### config.mk
export PLATFORM = sky130hd
export DESIGN_NAME = pseudo_entropy_gen
export DESIGN_NICKNAME = d
export VERILOG_FILES = /design/src/rtl/pseudo_entropy_pkg.sv /design/src/rtl/pe_lfsr32.sv /design/src/rtl/pseudo_entropy_gen.sv
export SDC_FILE = /design/constraint.sdc
export NUM_CORES = 1
export LEC_CHECK = 0
export BUFFER_PORTS_ARGS = -buffer_cell sky130_fd_sc_hd__buf_2
export CORE_ASPECT_RATIO = 1.2
export CORE_MARGIN = 2
export CORE_UTILIZATION = 45
export DETAILED_ROUTE_END_ITERATION = 10
export MAX_ROUTING_LAYER = met4
export PLACE_DENSITY = 0.71
export SETUP_SLACK_MARGIN = 0.2
export SLEW_MARGIN = 10
export SYNTH_ARGS = -nofsm -noshare
export SYNTH_HDL_FRONTEND = slang
export SYNTH_SLANG_ARGS = --single-unit
### constraint.sdc
create_clock -name clk -period 3.9 [get_ports clk]
set_clock_uncertainty 0.15 [all_clocks]
set_input_delay 0.78 -clock clk [delete_from_list [all_inputs] [get_ports clk]]
set_output_delay 0.78 -clock clk [all_outputs]
set_load 0.05 [all_outputs]
### src/rtl/pseudo_entropy_pkg.sv
// Package shared by the simulation entropy sources.
// Holds the source FSM state type, the default LFSR seed/polynomial and the
// Galois LFSR step function used by pe_lfsr32.
`timescale 1ns/1ps
package pseudo_entropy_pkg;

  typedef enum logic [1:0] {
    IDLE = 2'd0,
    FILL = 2'd1,
    SYN  = 2'd2
  } pe_state_t;

  // x^32 + x^22 + x^2 + x + 1
  localparam logic [31:0] DEFAULT_POLY = 32'h80200003;
  localparam logic [31:0] DEFAULT_SEED = 32'h00000001;

  // One right-shifting Galois step: the bit shifted out selects the feedback mask.
  function automatic logic [31:0] lfsr_step(input logic [31:0] s, input logic [31:0] poly);
    return (s >> 1) ^ (s[0] ? poly : 32'h0);
  endfunction

endpackage

### src/rtl/pe_lfsr32.sv
// 32-bit Galois LFSR shared by the simulation entropy sources.
// Ports:
//   clk      in   1   clock
//   reset    in   1   asynchronous, active-high reset (loads the seed)
//   step_en  in   1   advance one step on this edge; state freezes otherwise
//   state    out  32  current LFSR state
`timescale 1ns/1ps
module pe_lfsr32
  import pseudo_entropy_pkg::*;
#(
  parameter logic [31:0] SEED = DEFAULT_SEED,
  parameter logic [31:0] POLY = DEFAULT_POLY
) (
  input  logic        clk,
  input  logic        reset,
  input  logic        step_en,
  output logic [31:0] state
);

  // An all-zero state would lock the LFSR up, so a zero seed is promoted to 1.
  localparam logic [31:0] SEED_EFF = (SEED == 32'h0) ? 32'h1 : SEED;

  always_ff @(posedge clk or posedge reset) begin
    if (reset) begin
      state <= SEED_EFF;
    end else if (step_en) begin
      state <= lfsr_step(state, POLY);
    end
  end

endmodule

### src/rtl/pseudo_entropy_gen.sv
// Simulation-only stand-in for a physical entropy source (provides NO real entropy).
// Presents words from a Galois LFSR (or a fixed pattern) on a syn/ack interface,
// rate-limited by a fill counter, and counts delivered words.
// Ports:
//   clk           in   1           clock
//   reset         in   1           asynchronous, active-high reset
//   enable        in   1           source enable
//   mode          in   1           0 = LFSR words, 1 = FIXED_PATTERN words
//   raw_entropy   out  32          live LFSR state while enable=1, else 0
//   stats         out  32          saturating count of acknowledged words
//   enabled       out  1           registered copy of enable
//   entropy_syn   out  1           word valid
//   entropy_data  out  DATA_WIDTH  word, stable while entropy_syn=1
//   entropy_ack   in   1           consumer accepts the word
`timescale 1ns/1ps
module pseudo_entropy_gen
  import pseudo_entropy_pkg::*;
#(
  parameter int          DATA_WIDTH    = 32,
  parameter logic [31:0] SEED          = DEFAULT_SEED,
  parameter logic [31:0] POLY          = DEFAULT_POLY,
  parameter int          WAIT_CYCLES   = 4,
  parameter logic [31:0] FIXED_PATTERN = 32'hf1e2d3c4
) (
  input  logic                  clk,
  input  logic                  reset,
  input  logic                  enable,
  input  logic                  mode,
  output logic [31:0]           raw_entropy,
  output logic [31:0]           stats,
  output logic                  enabled,
  output logic                  entropy_syn,
  output logic [DATA_WIDTH-1:0] entropy_data,
  input  logic                  entropy_ack
);

  localparam logic [7:0] WAIT_INIT = 8'(WAIT_CYCLES);

  pe_state_t   state;
  logic [7:0]  cnt;
  logic [31:0] lfsr_state;

  function automatic logic [31:0] sat_inc(input logic [31:0] v);
    return (v == 32'hffffffff) ? v : v + 32'd1;
  endfunction

  // The LFSR runs on every enabled cycle, independent of the handshake, and
  // simply freezes while disabled so re-enabling resumes the same sequence.
  pe_lfsr32 #(
    .SEED (SEED),
    .POLY (POLY)
  ) u_lfsr (
    .clk     (clk),
    .reset   (reset),
    .step_en (enable),
    .state   (lfsr_state)
  );

  assign raw_entropy = enable ? lfsr_state : 32'h0;

  always_ff @(posedge clk or posedge reset) begin
    if (reset) begin
      state        <= IDLE;
      cnt          <= 8'd0;
      stats        <= 32'h0;
      enabled      <= 1'b0;
      entropy_syn  <= 1'b0;
      entropy_data <= '0;
    end else begin
      enabled <= enable;
      // Disable wins over everything, including an ack in the same cycle.
      if (!enable) begin
        state        <= IDLE;
        cnt          <= 8'd0;
        entropy_syn  <= 1'b0;
        entropy_data <= '0;
      end else begin
        case (state)
          IDLE: begin
            state <= FILL;
            cnt   <= WAIT_INIT;
          end
          FILL: begin
            if (cnt != 8'd0) begin
              cnt <= cnt - 8'd1;
            end else begin
              // Capture the state produced by the LFSR's most recent step;
              // mode only matters on this edge.
              state        <= SYN;
              entropy_syn  <= 1'b1;
              entropy_data <= mode ? FIXED_PATTERN[DATA_WIDTH-1:0]
                                   : lfsr_state[DATA_WIDTH-1:0];
            end
          end
          SYN: begin
            if (entropy_ack) begin
              state       <= FILL;
              cnt         <= WAIT_INIT;
              entropy_syn <= 1'b0;
              stats       <= sat_inc(stats);
            end
          end
          default: begin
            state <= IDLE;
          end
        endcase
      end
    end
  end

endmodule

==> flow_summary.html, run 1 <==
<table>
<tr><th>Metric</th><th>Value</th></tr>
<tr><th colspan="2">Outcome</th></tr>
<tr><td>Status</td><td>complete, no violations</td></tr>
<tr><th colspan="2">Critical path</th></tr>
<tr><td>Kind of cell with the highest combined delay on the critical path</td><td>buffers and inverters</td></tr>
<tr><td>Cell with the most instances on the worst path</td><td>buf_2</td></tr>
<tr><td>Logic depth of the worst register-to-register path</td><td>6</td></tr>
<tr><td>List of cells traversed by the critical path</td><td>buf_2 -&gt; buf_12 -&gt; and2_1 -&gt; buf_2</td></tr>
<tr><td>Critical Path RT</td><td>slightly below 3 ns</td></tr>
<tr><td>Worst Setup End Kind</td><td>output port</td></tr>
<tr><td>Capturing point of the worst reg2reg path</td><td>entropy_data[5]</td></tr>
<tr><td>Buffers &amp; Inverters on Critical Path</td><td>3</td></tr>
<tr><td>Worst Setup EP</td><td>raw_entropy[13]</td></tr>
<tr><td>Arrival @ worst endpoint</td><td>1.82 ns</td></tr>
<tr><td>Critical path depth</td><td>4</td></tr>
<tr><td>Highest net fanout along the worst path</td><td>63</td></tr>
<tr><td>RR Startpoint</td><td>cnt[2]</td></tr>
<tr><td>Maximum cell stage delay along the critical path</td><td>0.28 ns</td></tr>
<tr><td>Type of the setup path with the least slack</td><td>in -&gt; out</td></tr>
<tr><td>Master of the slowest instance on the critical path</td><td>buf_12</td></tr>
<tr><td>Critical path launch point</td><td>enable</td></tr>
<tr><td>Flop-to-flop setup slack</td><td>~1.5 ns</td></tr>
<tr><td>Critical Path Source Type</td><td>primary input</td></tr>
<tr><th colspan="2">CTS</th></tr>
<tr><td>Clock latency on the worst-skew pair</td><td>0.34 ns</td></tr>
<tr><td>Num CTS Buffers</td><td>9</td></tr>
<tr><td>Post-CTS setup-driven buffer insertion count</td><td>0</td></tr>
<tr><td>Clk slew on worst S/H paths</td><td>0.07 ns</td></tr>
<tr><td>CTS tree</td><td>done</td></tr>
<tr><td>Number of sinks on the clock net</td><td>108</td></tr>
<tr><td>Number of hold buffers added after cts</td><td>0</td></tr>
<tr><td>Clock Root Buffer</td><td>clkbuf_16</td></tr>
<tr><td>CTS-repair resized insts</td><td>0</td></tr>
<tr><td>Largest buffer count on any clock path</td><td>2</td></tr>
<tr><td>Count of H-tree levels built during CTS</td><td>3</td></tr>
<tr><th colspan="2">Timing</th></tr>
<tr><td>Final worst path period need</td><td>approximately 2.7 ns</td></tr>
<tr><td>Final number of hold-violating endpoints</td><td>0</td></tr>
<tr><td>Setup repair after global routing missed its margin</td><td>no</td></tr>
<tr><td>Maximum clock frequency</td><td>between 300 and 400 MHz</td></tr>
<tr><td>Actual slew at the worst max-slew pin</td><td>0.8992 ns</td></tr>
<tr><td>Final setup violation count</td><td>0</td></tr>
<tr><td>Final critical-path share of the clock period</td><td>70.44%</td></tr>
<tr><td>Worst hold-check slack</td><td>about 0.34 ns</td></tr>
<tr><td>Max Slew Vio Count</td><td>0</td></tr>
<tr><td>Relative slew slack</td><td>39.93%</td></tr>
<tr><td>Setup TNS</td><td>0 ns</td></tr>
<tr><th colspan="2">Synth</th></tr>
<tr><td>Average footprint of a synthesized cell</td><td>between 10 and 15 µm²</td></tr>
<tr><td>Warning count from the yosys run</td><td>0</td></tr>
<tr><td>Netlist area before placement</td><td>0.004787 mm²</td></tr>
<tr><td>Post-synth net total</td><td>around 420</td></tr>
<tr><td>Post-synth top flop</td><td>dfrtp_1</td></tr>
<tr><td>Seq cells post-synth</td><td>~110</td></tr>
<tr><td>Yosys cell types</td><td>46</td></tr>
<tr><td>Number of standard cells after synthesis</td><td>408</td></tr>
<tr><td>Async set-reset flop share out of synthesis</td><td>100.0%</td></tr>
<tr><td>EDFF count, synth</td><td>0</td></tr>
<tr><td>Post-synthesis sequential area ratio</td><td>approximately 56%</td></tr>
<tr><th colspan="2">Pwr</th></tr>
<tr><td>Cell-internal power</td><td>~2500 µW</td></tr>
<tr><td>Flop pwr share</td><td>38.6%</td></tr>
<tr><td>Leak pwr</td><td>0.002821 µW</td></tr>
<tr><td>Clock group share of total power</td><td>between 10% and 20%</td></tr>
<tr><td>Share of total power consumed by net switching</td><td>roughly 44%</td></tr>
<tr><td>Power spent charging and discharging nets</td><td>1985 µW</td></tr>
<tr><td>Total power of the final layout</td><td>4514 µW</td></tr>
<tr><td>Power density normalized to cell area</td><td>791.8 mW/mm²</td></tr>
<tr><td>Part of the power in combinational logic</td><td>between 40% and 50%</td></tr>
<tr><td>Worst voltage drop across the vdd grid</td><td>281.2 µV</td></tr>
<tr><th colspan="2">Final layout</th></tr>
<tr><td>N_diodes</td><td>0</td></tr>
<tr><td>Post-layout nets</td><td>512</td></tr>
<tr><td>Commonest non-fill, non-tap cells in the layout</td><td>107 x dfrtp_1, 102 x buf_2, 40 x nor2_1</td></tr>
<tr><td>Area growth syn-to-layout</td><td>19.08%</td></tr>
<tr><td>Proportion of layout cells with a drive suffix above 1</td><td>31.83%</td></tr>
<tr><td>Commonest non-fill, non-tap cell in the layout</td><td>dfrtp_1</td></tr>
<tr><th colspan="2">Route</th></tr>
<tr><td>First-pass iteration count of the detailed router</td><td>4</td></tr>
<tr><td>Final routed DRC violation total</td><td>0</td></tr>
<tr><td>Detailed router's first-iteration violation count</td><td>approximately 120</td></tr>
<tr><td>Routed wl met3</td><td>569 µm</td></tr>
<tr><td>Detail Route Antenna Nets</td><td>0</td></tr>
<tr><td>Top layer in use</td><td>met4</td></tr>
<tr><td>Final wirelength</td><td>9879 µm</td></tr>
<tr><td>Routed metal-1 wirelength</td><td>4666 µm</td></tr>
<tr><td>Detailed route wirelength on metal2</td><td>4470 µm</td></tr>
<tr><td>Via/cell ratio</td><td>5.313</td></tr>
<tr><td>Vias</td><td>3,390</td></tr>
<tr><td>Drt wl/cell</td><td>15.48 µm</td></tr>
<tr><th colspan="2">Global routing</th></tr>
<tr><td>GRT Total Usage</td><td>a little under a fifth</td></tr>
<tr><td>GRT overflow</td><td>0</td></tr>
<tr><td>Number of antenna violations at the first check in global routing</td><td>0</td></tr>
<tr><td>Pin count of the biggest net entering global routing</td><td>69</td></tr>
<tr><td>Wire length of the first global-routing pass</td><td>between 15,000 and 20,000 µm</td></tr>
<tr><td>Via count of the first global-routing pass</td><td>3,345</td></tr>
<tr><th colspan="2">Floorplan</th></tr>
<tr><td># rows</td><td>41</td></tr>
<tr><td>Die Area</td><td>0.01148 mm²</td></tr>
<tr><td>Initial core utilization</td><td>45.74%</td></tr>
<tr><td>Number of I/O pins</td><td>~100</td></tr>
<tr><td>Height of the die</td><td>roughly 120 µm</td></tr>
<tr><td>Die extent in x</td><td>98.16 µm</td></tr>
<tr><td>Core footprint</td><td>~0.010 mm²</td></tr>
<tr><th colspan="2">Place</th></tr>
<tr><td>Number of port buffers</td><td>102</td></tr>
<tr><td>Placer congestion estimate</td><td>between 0.8 and 0.9</td></tr>
<tr><td>Detail Placement HPWL</td><td>6770 µm</td></tr>
<tr><th colspan="2">Worst hold path</th></tr>
<tr><td>Min-delay worst type</td><td>reg -&gt; reg</td></tr>
<tr><th colspan="2">Run</th></tr>
<tr><td>Max Cap Viol</td><td>0</td></tr>
</table>
==> power groups by stage <==
stage | sequential (µW) | clock (µW) | combinational, µW
after floorplan | 2130 | 0 | 1100
after global placement | 1750 | 0 | 1880
after detailed placement | 1760 | 0 | 1910
after CTS | 1740 | 899 | 1920
after global routing | 1790 | 947 | 2030
final | 1740 | 871 | 1900
==> routing by layer <==
| metal | track usage, % | vias to the layer above |
|---|---|---|
| li1 | - | 1620 |
| met1 | 23.92 | 1661 |
| met2 | 28.81 | 94 |
| met3 | 5.107 | 15 |
| met4 | 6.667 | 0 |
| met5 | - | - |
==> sequential cells by signal, summed over array words and instances (netlist names) <==
register	cells
stats	32
cnt	8
enabled	1
state	2
entropy_syn	1
u_lfsr.state	32
entropy_data	32
==> kinds of logic (layout without fill, tap and decap cells) <==
family	Yosys count	in the layout	share of synthesized area, %
buffers and inverters	30	131	2.954
and+or+nand+nor	150	150	17.43
xor gates and xnor gates	39	39	7.135
adders and majority gates	3	3	0.7842
AOI/OAI and AO/OA	48	48	8.155
muxes	30	30	7.057
DFF	108	108	56.48
==> metrics by stage <==
stage                     cells  setup WS [ns]  instance area, µm²  utilization [%]
after global placement      622          1.170                5413            51.72
final                       638          1.153                5700            54.47
after floorplan             408         0.9888                4791                -
after CTS                   638          1.159                5700            54.47
after detailed placement    622          1.164                5413            51.72
after global routing        638          1.087                5700            54.47
==> cells in the mapped netlist (2+ instances only) <==
cell type  count  area (µm²)
nand3_1       17       85.08
nor2_1        40       150.1
a21oi_1        4       20.02
buf_2          2       10.01
clkbuf_1      13       48.80
o22ai_1        2       12.51
nor2b_1        3       18.77
and2_1        36       225.2
or2_2          2       12.51
nand2_1       11       41.29
mux2_2        30       337.8
o2bb2ai_1     17       148.9
o21a_1         2       15.01
buf_6          3       33.78
ha_1           3       37.54
buf_1          2       7.510
a22o_1        15       131.4
inv_1          9       33.78
nor3_1         5       25.02
nand4_1       16       100.1
dfrtp_1      107        2678
xor2_1        14       122.6
and3_1         8       50.05
xnor2_1       25       219.0
==> how the worst min path moves through the flow <==
stage	cells past startpoint	end	from
4_1_cts	1	entropy_data[21]	entropy_data[21]
6_report	1	entropy_data[14]	entropy_data[14]
2_1_floorplan	2	cnt[1]	cnt[1]
5_1_grt	1	entropy_data[29]	entropy_data[29]
3_3_place_gp	1	entropy_data[2]	entropy_data[2]
3_5_place_dp	1	entropy_data[14]	entropy_data[14]
==> area by class of cell <==
cell class | count | area (µm²)
inverters | 9 | 37.54
fillers | 915 | 4765
flip-flops and latches | 108 | 2704
clock inverters | 5 | 35.03
clock buffers | 11 | 252.7
repair buffers | 106 | 565.5
well taps | 129 | 161.4
multi-input cells | 270 | 1944
Power figures use the tool's default switching activity.
==> inputs of run 2 (changes only) <==
Settings changed: ABC_AREA set to 1, PLACE_DENSITY 0.71 to 0.67.
Clock period 3.9 ns to 2.8 ns, I/O delays scaled along.
==> flow_summary.html, run 2 <==
<table>
<tr><th>Metric</th><th>Value</th></tr>
<tr><th colspan="2">Outcome</th></tr>
<tr><td>Status</td><td>complete, no violations</td></tr>
<tr><th colspan="2">Place</th></tr>
<tr><td>Placer congestion estimate</td><td>~0.92</td></tr>
<tr><td>Number of port buffers</td><td>102</td></tr>
<tr><td>Detail Placement HPWL</td><td>9355 µm</td></tr>
<tr><th colspan="2">Final layout</th></tr>
<tr><td>Commonest non-fill, non-tap cells in the layout</td><td>345 x nand2_1, 107 x dfrtp_1, 102 x buf_2</td></tr>
<tr><td>Proportion of layout cells with a drive suffix above 1</td><td>16.82%</td></tr>
<tr><td>Filler Cells Inserted</td><td>1,221</td></tr>
<tr><td>Multi-input logic area</td><td>about 0.0024 mm²</td></tr>
<tr><td>Commonest non-fill, non-tap cell in the layout</td><td>nand2_1</td></tr>
<tr><td>Sequential cell area</td><td>0.002704 mm²</td></tr>
<tr><td>Registers with the most flip-flops</td><td>entropy_data: 32 flops, stats: 32 flops, u_lfsr.state: 32 flops</td></tr>
<tr><td>Area growth syn-to-layout</td><td>17.49%</td></tr>
<tr><td>Core occupancy in the finished layout</td><td>a little over half</td></tr>
<tr><td>Post-layout nets</td><td>871</td></tr>
<tr><td>N_diodes</td><td>0</td></tr>
<tr><th colspan="2">Critical path</th></tr>
<tr><td>Type of the setup path with the least slack</td><td>in -&gt; out</td></tr>
<tr><td>Arrival @ worst endpoint</td><td>1.57 ns</td></tr>
<tr><td>Critical Path Source Type</td><td>primary input</td></tr>
<tr><td>Critical Path RT</td><td>roughly 2.1 ns</td></tr>
<tr><td>Worst Setup End Kind</td><td>output port</td></tr>
<tr><td>Highest net fanout along the worst path</td><td>35</td></tr>
<tr><th colspan="2">Timing</th></tr>
<tr><td>Final setup violation count</td><td>0</td></tr>
<tr><td>Worst hold-check slack</td><td>0.1304 ns</td></tr>
<tr><td>Setup TNS</td><td>0 ns</td></tr>
<tr><td>Setup repair after global routing missed its margin</td><td>no</td></tr>
<tr><td>Actual slew at the worst max-slew pin</td><td>a little over 0.6 ns</td></tr>
<tr><td>Max Slew Vio Count</td><td>0</td></tr>
<tr><td>Final worst path period need</td><td>2.277 ns</td></tr>
<tr><td>Maximum clock frequency</td><td>439.2 MHz</td></tr>
<tr><td>Final critical-path share of the clock period</td><td>81.32%</td></tr>
<tr><td>Final number of hold-violating endpoints</td><td>0</td></tr>
<tr><td>Relative slew slack</td><td>58.71%</td></tr>
<tr><th colspan="2">Synth</th></tr>
<tr><td>Top-count cell post-synth</td><td>nand2_1</td></tr>
<tr><td>Seq cells post-synth</td><td>108</td></tr>
<tr><td>Commonest cells in the netlist</td><td>345 x nand2_1, 107 x dfrtp_1, 80 x nor2_1</td></tr>
<tr><td>Largest cells by area after synthesis</td><td>dfrtp_1 48%, nand2_1 23%, nor2_1 5.4%</td></tr>
<tr><td>Fraction of the mapped netlist area in adder cells</td><td>0.6789%</td></tr>
<tr><td>Dominant combinational cell family by area after synthesis</td><td>simple AND/OR/NAND/NOR gates</td></tr>
<tr><td>Yosys top cell area share</td><td>about 48%</td></tr>
<tr><td>Post-synthesis compound-gate area fraction</td><td>3.372%</td></tr>
<tr><td>Post-synthesis sequential area ratio</td><td>48.90%</td></tr>
<tr><td>Async set-reset flop share out of synthesis</td><td>100.0%</td></tr>
<tr><td>Synth Area in Simple Gates</td><td>between 30% and 40%</td></tr>
<tr><td>Post-synthesis cell type with the largest combined area</td><td>dfrtp_1</td></tr>
<tr><td>Mux cell area share after synthesis</td><td>0%</td></tr>
<tr><td>EDFF count, synth</td><td>0</td></tr>
<tr><td>Warning count from the yosys run</td><td>0</td></tr>
<tr><td>Netlist area before placement</td><td>between 0.005 and 0.006 mm²</td></tr>
<tr><td>Post-synth net total</td><td>772</td></tr>
<tr><td>Number of standard cells after synthesis</td><td>~760</td></tr>
<tr><td>Post-synth top flop</td><td>dfrtp_1</td></tr>
<tr><td>Yosys cell types</td><td>30</td></tr>
<tr><td>Average footprint of a synthesized cell</td><td>around 7.2 µm²</td></tr>
<tr><td>Synth Area in XOR/XNOR</td><td>2.535%</td></tr>
<tr><th colspan="2">Floorplan</th></tr>
<tr><td>Height of the die</td><td>125.4 µm</td></tr>
<tr><td>Die Area</td><td>roughly 0.013 mm²</td></tr>
<tr><td>Number of I/O pins</td><td>103</td></tr>
<tr><td># rows</td><td>between 40 and 50</td></tr>
<tr><td>Die extent in x</td><td>105.2 µm</td></tr>
<tr><td>Initial core utilization</td><td>a little under half</td></tr>
<tr><td>Core footprint</td><td>0.01206 mm²</td></tr>
<tr><th colspan="2">Global routing</th></tr>
<tr><td>GRT Total Usage</td><td>21.56%</td></tr>
<tr><td>Wire length of the first global-routing pass</td><td>22,480 µm</td></tr>
<tr><td>Via count of the first global-routing pass</td><td>approximately 4,700</td></tr>
<tr><td>Pin count of the biggest net entering global routing</td><td>36</td></tr>
<tr><td>GRT overflow</td><td>0</td></tr>
<tr><td>Number of antenna violations at the first check in global routing</td><td>0</td></tr>
<tr><th colspan="2">Route</th></tr>
<tr><td>Drt wl/cell</td><td>~13 µm</td></tr>
<tr><td>Final wirelength</td><td>13,240 µm</td></tr>
<tr><td>Detailed router's first-iteration violation count</td><td>251</td></tr>
<tr><td>Detail Route Antenna Nets</td><td>0</td></tr>
<tr><td>Vias</td><td>4,973</td></tr>
<tr><td>Final routed DRC violation total</td><td>0</td></tr>
<tr><td>First-pass iteration count of the detailed router</td><td>4</td></tr>
<tr><td>Via/cell ratio</td><td>4.833</td></tr>
<tr><th colspan="2">CTS</th></tr>
<tr><td>Clk slew on worst S/H paths</td><td>about 0.07 ns</td></tr>
<tr><td>Clock latency on the worst-skew pair</td><td>0.35 ns</td></tr>
<tr><td>Largest buffer count on any clock path</td><td>2</td></tr>
<tr><td>Count of H-tree levels built during CTS</td><td>3</td></tr>
<tr><td>Post-CTS setup-driven buffer insertion count</td><td>0</td></tr>
<tr><td>CTS tree</td><td>done</td></tr>
<tr><td>Number of sinks on the clock net</td><td>108</td></tr>
<tr><td>Num CTS Buffers</td><td>9</td></tr>
<tr><td>Clock Root Buffer</td><td>clkbuf_16</td></tr>
<tr><td>Number of hold buffers added after cts</td><td>0</td></tr>
<tr><td>CTS-repair resized insts</td><td>0</td></tr>
<tr><th colspan="2">Worst hold path</th></tr>
<tr><td>Min-delay worst type</td><td>in -&gt; async</td></tr>
<tr><th colspan="2">Pwr</th></tr>
<tr><td>Leak pwr</td><td>0.003812 µW</td></tr>
<tr><td>Power density normalized to cell area</td><td>826.5 mW/mm²</td></tr>
<tr><td>Worst voltage drop across the vdd grid</td><td>448.3 µV</td></tr>
<tr><th colspan="2">Run</th></tr>
<tr><td>Max Cap Viol</td><td>0</td></tr>
</table>
[run 2: cell types whose count changed after synthesis, sizes merged, moves of 20 or more]
cell / delta
nand2: +340
inv: +67
nand3: +42
and2: -37
xnor2: -20
o21ai: +29
mux2: -30
nor2: +47
[run 2: cell type report]
class	instances	share of cell area (%)
tap	161	3.101
clock buffer	10	3.525
inverter	76	4.449
timing repair buffer	112	9.399
multi-input combinational	556	36.90
clock inverter	6	1.002
sequential	108	41.62
[run 2: stage by stage]
stage          setup WS [ns]  instances  area, µm²  power [µW]
6_report              0.5230       1029       6496        5369
5_1_grt               0.4355       1029       6496        5718
4_1_cts               0.5408       1029       6496        5420
3_5_place_dp          0.4875       1013       6202        4139
3_3_place_gp          0.5564       1013       6202        4124
2_1_floorplan         0.5854        764       5533        3654
[run 2: kinds of logic after synthesis]
family | Yosys count
compound gates | 35
xor+xnor | 16
fa+ha+maj | 3
buf+inv | 100
flops | 108
simple gates | 502
[run 2: final timing paths]
path / depth (start not counted) / slack (ns) / end / startpoint
hold reg to reg: 1 / 0.31 / state[1] / state[0]
max in group asynchronous: 4 / 1.63 / u_lfsr.state[3] / reset
setup / recovery: 5 / 0.52 / raw_entropy[10] / enable
hold / removal: 2 / 0.13 / stats[2] / reset
min in group clk: 2 / 0.26 / state[1] / entropy_ack
setup reg to reg: 9 / 0.71 / cnt[2] / cnt[0]
[run 2: report_power, final]
group / total, µW / internal (µW) / switching, µW
Sequential: 2110 / 1870 / 237
Combinational: 1990 / 478 / 1510
Clock: 1270 / 634 / 635
[run 2: worst max-delay path, cell delays in order]
cell and delay [ns]:
buf_2 0.13, buf_4 0.36, nand2_1 0.14, inv_1 0.10
buf_2 0.26
[run 2: per-layer routing]
| layer | vias up | GRT usage [%] | routed length, µm |
|---|---|---|---|
| met5 | - | - | 0 |
| met4 | 0 | 6.980 | 303 |
| met3 | 24 | 5.422 | 671 |
| met2 | 123 | 35.41 | 6559 |
| met1 | 2300 | 25.96 | 5705 |
| li1 | 2526 | - | - |
